$ cat src/rtl/t3maps_seq_pkg.sv
`timescale 1ns/1ps
`default_nettype none
// ============================================================================
// Package     : t3maps_seq_pkg
// Description : Shared types and constants for the T3MAPS command sequencer:
//               FSM state encoding, command-header field layout and the
//               default idle command byte.
// Revision    : 1.0 - initial release
// ============================================================================
package t3maps_seq_pkg;

    typedef enum logic [1:0] {
        ST_IDLE = 2'd0,
        ST_SEND = 2'd1,
        ST_GAP  = 2'd2
    } seq_state_t;

    // Header byte layout: bit 7 = capture enable, bits 6:0 = payload length.
    localparam int unsigned c_hdr_cap_bit = 7;
    localparam int unsigned c_len_w       = 7;

    localparam logic [7:0] c_default_idle_cmd = 8'h00;

    function automatic logic [c_len_w-1:0] hdr_len(input logic [7:0] hdr);
        return hdr[c_len_w-1:0];
    endfunction

    function automatic logic hdr_cap(input logic [7:0] hdr);
        return hdr[c_hdr_cap_bit];
    endfunction

endpackage
`default_nettype wire

$ cat src/rtl/rb_packer.sv
`timescale 1ns/1ps
`default_nettype none
// ============================================================================
// Module      : rb_packer
// Description : Packs the chip's serial response into readback bytes, MSB =
//               first sampled bit. A byte is emitted after every 8th sample
//               and at packet end (partial byte left-aligned, zero-padded).
//               Writes attempted while the readback FIFO is full are dropped
//               and flagged.
// Ports       : clk_5        - 5 MHz clock
//               Reset        - asynchronous active-high reset
//               sample_req   - a payload byte is being registered onto cmd
//               sample_last  - that payload byte is the last of the packet
//               data_in      - serial response from the chip
//               rb_full      - readback FIFO full
//               rb_wr_en     - readback write strobe (registered)
//               rb_din       - readback byte (registered)
//               err_overflow - sticky: a readback byte was dropped
// Revision    : 1.0 - initial release
// ============================================================================
module rb_packer (
    input  logic       clk_5,
    input  logic       Reset,
    input  logic       sample_req,
    input  logic       sample_last,
    input  logic       data_in,
    input  logic       rb_full,
    output logic       rb_wr_en,
    output logic [7:0] rb_din,
    output logic       err_overflow
);

    // Delayed copies of the request: high during the cycle in which cmd
    // actually carries the payload byte, so data_in is taken at the edge
    // that ends that cycle.
    logic       r_sample_en;
    logic       r_sample_last;
    logic [7:0] r_shift;
    logic [2:0] r_bits;

    logic [7:0] w_shift_next;
    logic       w_byte_done;
    logic [7:0] w_packed;

    assign w_shift_next = {r_shift[6:0], data_in};
    assign w_byte_done  = r_sample_en && ((r_bits == 3'd7) || r_sample_last);
    // r_bits samples were held before this one; left-align the total of
    // r_bits+1 samples. A full byte needs no shift.
    assign w_packed     = w_shift_next << (3'd7 - r_bits);

    always_ff @(posedge clk_5 or posedge Reset) begin
        if (Reset) begin
            r_sample_en   <= 1'b0;
            r_sample_last <= 1'b0;
            r_shift       <= 8'h00;
            r_bits        <= 3'd0;
            rb_wr_en      <= 1'b0;
            rb_din        <= 8'h00;
            err_overflow  <= 1'b0;
        end else begin
            r_sample_en   <= sample_req;
            r_sample_last <= sample_last;
            rb_wr_en      <= 1'b0;
            if (r_sample_en) begin
                if (w_byte_done) begin
                    r_shift <= 8'h00;
                    r_bits  <= 3'd0;
                    if (rb_full) begin
                        err_overflow <= 1'b1;
                    end else begin
                        rb_wr_en <= 1'b1;
                        rb_din   <= w_packed;
                    end
                end else begin
                    r_shift <= w_shift_next;
                    r_bits  <= r_bits + 3'd1;
                end
            end
        end
    end

endmodule
`default_nettype wire

$ cat src/rtl/cmd_sequencer.sv
`timescale 1ns/1ps
`default_nettype none
// ============================================================================
// Module      : cmd_sequencer
// Description : Pops header-framed command packets from an FWFT command FIFO
//               and drives payload bytes onto the chip's cmd bus one per
//               clock, followed by a fixed idle gap. Optionally captures the
//               chip's serial response into readback bytes. Starts are gated
//               by PLL lock; FIFO underrun and readback overflow are sticky.
// Ports       : clk_5        - 5 MHz clock
//               Reset        - asynchronous active-high reset
//               lock         - PLL lock, gates packet starts
//               cmd_empty    - command FIFO empty
//               cmd_dout     - command FIFO head word (FWFT)
//               cmd_rd_en    - command FIFO pop (combinational)
//               cmd          - registered command byte to chip
//               data_in      - serial response from chip
//               rb_full      - readback FIFO full
//               rb_wr_en     - readback write strobe (registered)
//               rb_din       - readback byte (registered)
//               busy         - packet in progress (SEND or GAP)
//               err_underrun - sticky: FIFO ran empty mid-packet
//               err_overflow - sticky: readback byte dropped
// Revision    : 1.0 - initial release
// ============================================================================
module cmd_sequencer
    import t3maps_seq_pkg::*;
#(
    parameter logic [7:0]  IDLE_CMD   = c_default_idle_cmd,
    parameter int unsigned GAP_CYCLES = 2
) (
    input  logic       clk_5,
    input  logic       Reset,
    input  logic       lock,
    input  logic       cmd_empty,
    input  logic [7:0] cmd_dout,
    output logic       cmd_rd_en,
    output logic [7:0] cmd,
    input  logic       data_in,
    input  logic       rb_full,
    output logic       rb_wr_en,
    output logic [7:0] rb_din,
    output logic       busy,
    output logic       err_underrun,
    output logic       err_overflow
);

    localparam logic [c_len_w-1:0] c_gap_load = c_len_w'(GAP_CYCLES - 1);

    seq_state_t         r_state;
    seq_state_t         w_next_state;
    // Remaining payload bytes in SEND, remaining gap cycles in GAP.
    logic [c_len_w-1:0] r_count;
    logic               r_cap;
    // Holds off header pops until the first clock after reset release so
    // cmd_rd_en is guaranteed low throughout reset.
    logic               r_run;

    logic               w_hdr_pop;
    logic               w_pop_payload;
    logic               w_last_payload;
    logic               w_stall;

    // ------------------------------------------------------------------
    // State register
    // ------------------------------------------------------------------
    always_ff @(posedge clk_5 or posedge Reset) begin
        if (Reset) begin
            r_state <= ST_IDLE;
        end else begin
            r_state <= w_next_state;
        end
    end

    // ------------------------------------------------------------------
    // Next-state logic
    // ------------------------------------------------------------------
    always_comb begin
        w_next_state = r_state;
        case (r_state)
            ST_IDLE: begin
                // A zero-length header is a NOP: consumed without leaving IDLE.
                if (w_hdr_pop && (hdr_len(cmd_dout) != '0)) begin
                    w_next_state = ST_SEND;
                end
            end
            ST_SEND: begin
                if (w_last_payload) begin
                    w_next_state = ST_GAP;
                end
            end
            ST_GAP: begin
                if (r_count == '0) begin
                    w_next_state = ST_IDLE;
                end
            end
            default: begin
                w_next_state = ST_IDLE;
            end
        endcase
    end

    // ------------------------------------------------------------------
    // Output / control decode
    // ------------------------------------------------------------------
    always_comb begin
        w_hdr_pop     = 1'b0;
        w_pop_payload = 1'b0;
        w_stall       = 1'b0;
        busy          = 1'b0;
        case (r_state)
            ST_IDLE: begin
                w_hdr_pop = r_run && lock && !cmd_empty;
            end
            ST_SEND: begin
                busy          = 1'b1;
                w_pop_payload = !cmd_empty;
                w_stall       = cmd_empty;
            end
            ST_GAP: begin
                busy = 1'b1;
            end
            default: begin
                busy = 1'b0;
            end
        endcase
    end

    assign w_last_payload = w_pop_payload && (r_count == c_len_w'(1));
    assign cmd_rd_en      = w_hdr_pop || w_pop_payload;

    // ------------------------------------------------------------------
    // Packet counter, command byte register and underrun flag
    // ------------------------------------------------------------------
    always_ff @(posedge clk_5 or posedge Reset) begin
        if (Reset) begin
            r_count      <= '0;
            r_cap        <= 1'b0;
            r_run        <= 1'b0;
            cmd          <= IDLE_CMD;
            err_underrun <= 1'b0;
        end else begin
            r_run <= 1'b1;
            cmd   <= w_pop_payload ? cmd_dout : IDLE_CMD;
            if (w_stall) begin
                err_underrun <= 1'b1;
            end
            if (w_hdr_pop) begin
                r_count <= hdr_len(cmd_dout);
                r_cap   <= hdr_cap(cmd_dout);
            end else if (w_last_payload) begin
                r_count <= c_gap_load;
            end else if (w_pop_payload) begin
                r_count <= r_count - c_len_w'(1);
            end else if ((r_state == ST_GAP) && (r_count != '0)) begin
                r_count <= r_count - c_len_w'(1);
            end
        end
    end

    // ------------------------------------------------------------------
    // Readback capture
    // ------------------------------------------------------------------
    rb_packer u_rb_packer (
        .clk_5        (clk_5),
        .Reset        (Reset),
        .sample_req   (w_pop_payload && r_cap),
        .sample_last  (w_last_payload && r_cap),
        .data_in      (data_in),
        .rb_full      (rb_full),
        .rb_wr_en     (rb_wr_en),
        .rb_din       (rb_din),
        .err_overflow (err_overflow)
    );

endmodule
`default_nettype wire

$ cat config.mk
export PLATFORM = sky130hd
export DESIGN_NAME = cmd_sequencer
export DESIGN_NICKNAME = d
export VERILOG_FILES = /design/src/rtl/t3maps_seq_pkg.sv /design/src/rtl/rb_packer.sv /design/src/rtl/cmd_sequencer.sv
export SDC_FILE = /design/constraint.sdc
export NUM_CORES = 1
export LEC_CHECK = 0
export BUFFER_PORTS_ARGS = -buffer_cell sky130_fd_sc_hd__buf_4
export CAP_MARGIN = 20
export CORE_AREA = 2 2 72 74
export DETAILED_ROUTE_END_ITERATION = 6
export DIE_AREA = 0 0 74 76
export SLEW_MARGIN = 20
export SYNTH_ARGS = -nofsm -noshare
export SYNTH_HDL_FRONTEND = slang
export SYNTH_SLANG_ARGS = --single-unit
$ cat constraint.sdc
create_clock -name clk_5 -period 5.2 [get_ports clk_5]
set_clock_uncertainty 0.05 [all_clocks]
set_input_delay 0.26 -clock clk_5 [delete_from_list [all_inputs] [get_ports clk_5]]
set_output_delay 0.26 -clock clk_5 [all_outputs]
set_load 0.05 [all_outputs]
* Yosys cells after proc, flatten, opt, wreduce, memory -nomap -nowiden *
Cells that the tools add are included.

word-level totals
  register bits = 42

cells by class
  $add $sub $neg = 3
  equal/unequal tests = 7
  shift operators = 1
  multiplexer cells = 18
  bitwise operators = 1
  reduce and logical (&&, ||, !) cells = 20

operators by type and width
  cell                                                                count
  7-bit two-way mux                                                   5
  7-bit nonzero test                                                  2
  3-bit AND reduction                                                 3
  1-bit logical AND                                                   8
  8-bit two-way mux                                                   1
  8-bit by 3-bit left shift with 8-bit output                         1
  7-bit by 1-bit == test with 1-bit output, second input constant     1
  7-bit logical NOT                                                   1
  1-bit two-way mux                                                   7
  7-bit by 1-bit subtractor with 7-bit output, second input constant  1
  2-bit two-way mux                                                   3
  2-bit inequality test, second input constant                        3
  2-bit case mux with 3 select lines                                  1
  4-bit nonzero test                                                  1
  3-bit by 1-bit adder with 3-bit output, second input constant       1
  3-bit == test, second input constant                                1
  3-bit two-way mux                                                   1
  3-bit subtractor, first input constant                              1
  2-bit by 1-bit == test with 1-bit output, second input constant     1
  2-bit == test, second input constant                                1
  2-bit logical NOT                                                   1
  1-bit logical OR                                                    2
  2-bit OR reduction                                                  1
  1-bit logical NOT                                                   1
  1-bit inverter                                                      1

* Depth between registers and ports, before layout *
Gate-level depths: netlist of the first run.

  word-level depth = 6
  depth in mapped cells = 8
  gate-level depth less buffers = 7

* Modules after synthesis *
A second synthesis of the first run with hierarchy kept.

second synthesis, totals
  cell total of the unflattened synthesis = 192
  area total of the unflattened synthesis = 2,137.0 µm²

modules (own cells, without submodules)
  module         times used  cells an instance  area each (µm²)  seq. area each (µm²)
  cmd_sequencer  1           100                1,071.0          500.5
  rb_packer      1           92                 1,066.0          550.5

* Worst setup path before layout of the first run *
Ideal clock, no wire load.

  kind = reg2reg
  start = register r_count[0]
  end = register r_count[0]
  library setup time = 125 ps
  data arrival time = 1,808 ps
  required time = 5,025 ps
  path slack = 3,218 ps
  cell stages (with the launch flop) = 8
  clock period less this slack = 1,982 ps
  path through = dfrtp_1 -> inv_1 -> ha_1 -> or3b_1 -> o21ai_2 -> and2_1 -> buf_4 -> mux2_2

between the ends
  cells in the longest elaborated chain, start to end = 5

ends and longest elaborated chain
  element                                      line                                        RTL
  from (decl)                                  cmd_sequencer.sv:53                         logic [c_len_w-1:0] r_count;
  from (signal assigned)                       cmd_sequencer.sv:149                        r_count <= hdr_len(cmd_dout);
  from (signal assigned)                       cmd_sequencer.sv:152                        r_count <= c_gap_load;
  from (signal assigned)                       cmd_sequencer.sv:154                        r_count <= r_count - c_len_w'(1);
  7-bit by 1-bit subtractor with 7-bit output  cmd_sequencer.sv:154, cmd_sequencer.sv:156
  7-bit two-way mux                            cmd_sequencer.sv:155                        end else if ((r_state == ST_GAP) && (r_count != '0)) begin
  7-bit two-way mux                            cmd_sequencer.sv:153                        end else if (w_pop_payload) begin
  7-bit two-way mux                            cmd_sequencer.sv:151                        end else if (w_last_payload) begin
  7-bit two-way mux                            cmd_sequencer.sv:148                        if (w_hdr_pop) begin

Several ways; a longest one is shown, not always the timed one. The select of a mux whose other input is x is not followed.
A chain may end at the register's enable or synchronous reset.

* Worst setup path in the final report of the first run *
  start = register r_state[1]
  end = output port cmd_rd_en

between the ends
  cells in the longest elaborated chain, start to end = 3

ends and longest elaborated chain
  element                                                                               line                  RTL
  from (decl)                                                                           cmd_sequencer.sv:50   seq_state_t r_state;
  from (signal assigned)                                                                cmd_sequencer.sv:71   r_state <= w_next_state;
  2-bit by 1-bit == test with 1-bit output / 2-bit logical NOT (equally long branches)  cmd_sequencer.sv:111  case (r_state)
  1-bit two-way mux                                                                     cmd_sequencer.sv:111
  1-bit logical OR (*)                                                                  cmd_sequencer.sv:130  assign cmd_rd_en = w_hdr_pop || w_pop_payload;
  to (decl)                                                                             cmd_sequencer.sv:37   output logic cmd_rd_en,

Every way passes the cells marked *; elsewhere a longest branch is shown, timed or not.

==> flow_summary.ini, run 1 <==
[route]
viasPerCell = 5.09
routedWlPerCell_um = 13.1
first_pass_iters = 4
ant_nets = 0
dr.first_iter.drc_count = 74
vias = 1559
drc_errors = 0
wl_mm = 4.02

[layout]
area_delta_synth_final_pct = 18.9
fin_util = 0.509
layout-drive-gt1-share = 0.237
nFillCells = 472
antenna_cells = 0
nets = 256

[synthesis]
yosys-top-cells-count = 42 x dfrtp_1, 24 x inv_1, 19 x nand2_1
ys_types = 47
synth_seq_area_share = 0.500
synth_area_um2 = 2100
post-synth-top-count-cell = dfrtp_1
synth_top_area_frac = 0.500
ys_seq_elements = 42
synth_edf_count = 0
synth_ff_type = dfrtp_1
syn_nets = 223
ys_warn_count = 0
syn_inst = 202
synth.area.top_cells = dfrtp_1 50%, inv_1 4.3%, ha_1 4.2%, nand2_1 3.4%, and2_1 3.3%
syn_area_per_cell_um2 = 10.4
async_reset_ff_frac = 1.00
synth_top_area_cell = dfrtp_1

[sta]
hold_violations = 0
setup_tns_ps = 0
setup_ws_ps = 2840
slew_headroom = 0.571
min_period_over_period = 0.453
holdWs_ps = 37.7
rsz0062_at_grt = false
worst_pin_slew_ps = 642
finalSetupViolCount = 0
slew_viol_final = 0
fmax_ghz = 0.424
period_needed_ps = 2360

[floorplan]
die_w_um = 74
start_util = 0.428
die-area_um2 = 5620
core_um2 = 4910
ioPinCount = 35
die_h_um = 76
row_count = 26

[placed_design]
place_ws_ps = 2860
port_buffers = 34
gp_congestion = 0.864
place_hpwl_mm = 2.99

[worst_setup_path]
cp.arrival_ps = 2050
cp-end-kind = output port
cp_max_fo = 11
worstSetupPathType = flip-flop to output port
crit_required_ps = 4890
worstSetupStartpointType = flip-flop

[clocking]
cts-root-buf = clkbuf_8
h-tree-depth = 2
cts_buffers = 5
clockBufferDepth = 2
cts_sinks = 42
post-cts-setup-buffer-count = 0
cts_resized = 0
hold_buffers = 0
cts_tree = built
path_clk_slew_ps = 80
insertion_delay_ps = 300

[run_status]
outcome = complete, no violations

[global_route]
antenna_found_initial = 0
grt_max_degree = 43
grt_pass1_vias = 1582
grt_overflow = 0
grt_use_total = 0.162
grt_first_pass_wirelength_mm = 7.13

[power_and_ir_drop]
p_total_mw = 1.28
powerDensity_nw_per_um2 = 510
leakage_nw = 1.14
irDropWorstVdd_mv = 0.230

[run]
max-cap-violations = 0

[hold_path]
worstHoldPathType = input pin to async pin
==> worst paths after layout <==
| kind | start | end | slack (ps) | cells past startpoint |
|---|---|---|---|---|
| worst max-delay path | r_state[1]$_DFFE_PP0P_ | cmd_rd_en | 2840 | 6 |
| worst min-delay path | Reset | u_rb_packer.rb_din[4]$_DFFE_PP0P_ | 40 | 3 |
| worst max register to register | r_state[0]$_DFFE_PP0P_ | r_state[1]$_DFFE_PP0P_ | 2870 | 6 |
| worst min register to register | err_underrun$_DFFE_PP0P_ | err_underrun$_DFFE_PP0P_ | 430 | 1 |
| max in group asynchronous | Reset | u_rb_packer.r_shift[2]$_DFFE_PP0P_ | 4690 | 3 |
| min in group clk_5 | cmd_dout[7] | r_cap$_DFFE_PP0P_ | 130 | 3 |
==> layer usage <==
metal / GRT usage / up-vias / wire [um]
li1: - / 776 / -
met1: 0.202 / 734 / 1720
met2: 0.260 / 45 / 2030
met3: 0.0476 / 4 / 212
met4: 0.0673 / 0 / 57
met5: 0 / - / 0
==> worst max-delay path, cell delays in order (launching register included) <==
cell and delay (ps):
dfrtp_1 390, inv_1 80, ha_1 240, nor2b_1 560
nor2_2 190, inv_1 90, buf_4 190
==> flip-flops by register name, summed over array words and instances, names as in the netlist, 2 cells and up <==
register / cells
cmd: 8
r_count: 7
r_state: 2
u_rb_packer.r_bits: 3
u_rb_packer.r_shift: 7
u_rb_packer.rb_din: 8
==> layout make-up <==
cell class / instances / area [um2] / area share
multi-input cells: 126 / 916 / 0.366
clock buffers: 5 / 68.8 / 0.0275
inverters: 25 / 93.8 / 0.0375
flip-flops and latches: 42 / 1050 / 0.420
repair buffers: 35 / 263 / 0.105
clock inverters: 3 / 21.3 / 0.00850
well taps: 70 / 87.6 / 0.0350
==> cells by family after synthesis <==
logic type      after synthesis  share of synthesized area
compound gates               51                      0.169
fa+ha+maj                     7                     0.0416
buf+inv                      34                     0.0648
flops                        42                      0.500
mux                          11                     0.0726
other cells                   1                    0.00178
simple gates                 56                      0.151
==> metrics by stage <==
step                      instance area (um2)  std cells
final                                    2500        306
after global routing                     2500        306
after CTS                                2500        306
after detailed placement                 2410        298
after global placement                   2410        298
after floorplan                          2100        202
==> where the power goes <==
part | switching, mW | internal (mW)
registers | 0.112 | 0.416
clock network | 0.118 | 0.0944
logic | 0.303 | 0.232
total | 0.533 | 0.743
==> cells in the final DEF (no fill, tap or decap), drive strengths merged, types with 2 or more instances in the layout <==
master	netlist	routed
mux2	4	4
a21o	2	2
nor3	3	3
o22ai	10	10
mux2i	4	4
inv	24	24
nor2	6	6
a22oi	4	4
dfrtp	42	42
o21ai	10	10
nand4	2	2
clkinv	1	3
nor2b	2	2
a32oi	3	3
a21oi	7	7
mux4	3	3
nor3b	2	2
o21a	2	2
nand3	2	2
o211ai	2	2
and2	11	11
o31ai	2	2
buf	3	35
clkbuf	6	5
nand2	19	19
ha	7	7
or3	3	3
a31oi	3	3
(Power assumes the default switching activity.)
==> inputs of run 2 (changes only) <==
PLACE_DENSITY = 0.67   (was unset)
clock period = 1.9 ns   (was 5.2 ns; I/O delays follow)
==> run 2 against run 1 <==
- the flow now finishes with violations (negative setup slack)
- clock power increased to 4.1 times the previous value
- cell count is 11% higher
- highest routed layer unchanged
- utilization up 9.1 points
- sequential power increased to 2.6 times the previous value
==> flow_summary.ini, run 2 (synthesized netlist as in run 1, its figures left out) <==
[placed_design]
port_buffers = 34
place_hpwl_mm = 3.25
dp_cells = 319
dpl_cell_area_um2 = 2600
gp_congestion = 0.935

[route]
vias = 1715
viasPerCell = 5.04
drc_errors = 0
wl_mm = 4.42
ant_nets = 0
routedWlPerCell_um = 13.0
dr.first_iter.drc_count = 56
first_pass_iters = 4

[run_status]
outcome = complete, but fails checks
violations = negative setup slack

[clocking]
cts_tree = built
h-tree-depth = 2
path_clk_slew_ps = 70
cts_buffers = 5
cts_sinks = 42
clockBufferDepth = 2
insertion_delay_ps = 290
cts-root-buf = clkbuf_8

[sta]
min_period_over_period = 1.00
rsz0062_at_grt = true
setup_tns_ps = -8.46
fmax_ghz = 0.524
period_needed_ps = 1910
setup_ws_ps = -8.46
finalSetupViolCount = 1
slew_viol_final = 0
slew_headroom = 0.651
hold_violations = 0
worst_pin_slew_ps = 523

[power_and_ir_drop]
powerDensity_nw_per_um2 = 1450
p_total_mw = 4.28
leakage_nw = 1.35
irDropWorstVdd_mv = 1.04

[global_route]
antenna_found_initial = 0
grt_overflow = 0
use_met3 = 0.0397
top_usage_layer = met2
gr-usage-met1 = 0.204
grt_max_degree = 43
globalRouteMet2Util = 0.308
grt_first_pass_wirelength_mm = 7.64
grt_pass1_vias = 1694
grt_use_total = 0.175

[worst_setup_path]
cp.arrival_ps = 1760
r2r_cells = 6
rr_endpoint = r_state[1]$_DFFE_PP0P_
rrSetupSlack_ps = 10
critical_path.startpoint = r_state[1]$_DFFE_PP0P_
crit_required_ps = 1750
cp_max_fo = 3
setup.worst_path.end = cmd_rd_en
cp-end-kind = output port
r2r_start = r_count[1]$_DFFE_PP0P_
worstSetupPathType = flip-flop to output port
worstSetupStartpointType = flip-flop

[layout]
nets = 290
finalNonFillerCells = 340
final_cell_mix = 53 x buf_4, 41 x dfrtp_1, 22 x inv_1, 19 x nand2_1
top_regs = cmd: 8 flops, u_rb_packer.rb_din: 8 flops
layout-drive-gt1-share = 0.344
area_delta_synth_final_pct = 40.3
fin_util = 0.601
antenna_cells = 0
design_area_um2 = 2950
mostFrequentLayoutCell = buf_4
nFillCells = 418

[floorplan]
row_count = 26
start_util = 0.428
core_um2 = 4910
die-area_um2 = 5620
ioPinCount = 35
die_h_um = 76
die_w_um = 74

[hold_path]
worstHoldPathType = input pin to flip-flop

[run]
max-cap-violations = 0
==> run 2: changes by cell type in the layout (fill, tap and decap cells not counted), sizes merged <==
| cell | previous run | this run |
|---|---|---|
| buf | 35 | 59 |
| clkinvlp | 1 | 0 |
| clkbuf | 5 | 6 |
| clkinv | 3 | 1 |
| bufinv | 0 | 2 |
| dlygate4sd3 | 0 | 10 |
==> run 2: worst max-delay path, cell delays in order, from the launching register on <==
cell and delay, ps:
dfrtp_1 400, inv_2 90, ha_2 190, and4b_2 270, buf_6 130, nor2_4 40
buf_4 130, inv_1 70, buf_6 160
==> run 2: layout make-up <==
type,instances,area (um2),share of cell area
Inverter,25,95.1,0.0322
Tap cell,70,87.6,0.0297
Multi-Input combinational cell,126,1000,0.340
Sequential cell,42,1050,0.357
Clock buffer,6,82.6,0.0280
Timing Repair Buffer,69,569,0.193
Clock inverter,2,60.1,0.0204
==> run 2: how the worst min path moves through the flow <==
| stage | startpoint | end | slack (ps) | cells after the start |
|---|---|---|---|---|
| 6_report | cmd_empty | err_underrun$_DFFE_PP0P_ | 20 | 2 |
| 5_1_grt | rb_full | u_rb_packer.err_overflow$_DFFE_PP0P_ | 20 | 3 |
| 4_1_cts | cmd_empty | err_underrun$_DFFE_PP0P_ | 10 | 2 |
| 3_5_place_dp | Reset | u_rb_packer.rb_din[4]$_DFFE_PP0P_ | 220 | 3 |
| 3_3_place_gp | Reset | u_rb_packer.rb_din[4]$_DFFE_PP0P_ | 210 | 3 |
| 2_1_floorplan | cmd_dout[7] | r_cap$_DFFE_PP0P_ | 160 | 2 |
==> run 2: timing repair <==
item,CTS,global route
hold endpoints to repair,53,0
hold buffers,10,0
resized for setup,7,11
pin swaps,3,6
buffers inserted,4,1
setup endpoints to repair,2,8
==> run 2: through the flow <==
step	hold WS, ps	setup slack [ps]
floorplan	162	-54.5
global placement	214	38.8
detailed placement	223	-12.3
CTS	10.3	9.53
global route	17.5	-135
finish	17.1	-8.46
==> run 2: per-layer routing <==
metal	wire length, um	share of wire
met5	0	0
met4	79	0.018
met3	160	0.036
met2	2270	0.51
met1	1900	0.43
==> run 2: power by group <==
part / internal, mW / switching (mW)
Sequential: 1.14 / 0.213
Clock: 0.560 / 0.308
Combinational: 0.980 / 1.08
Total: 2.68 / 1.60
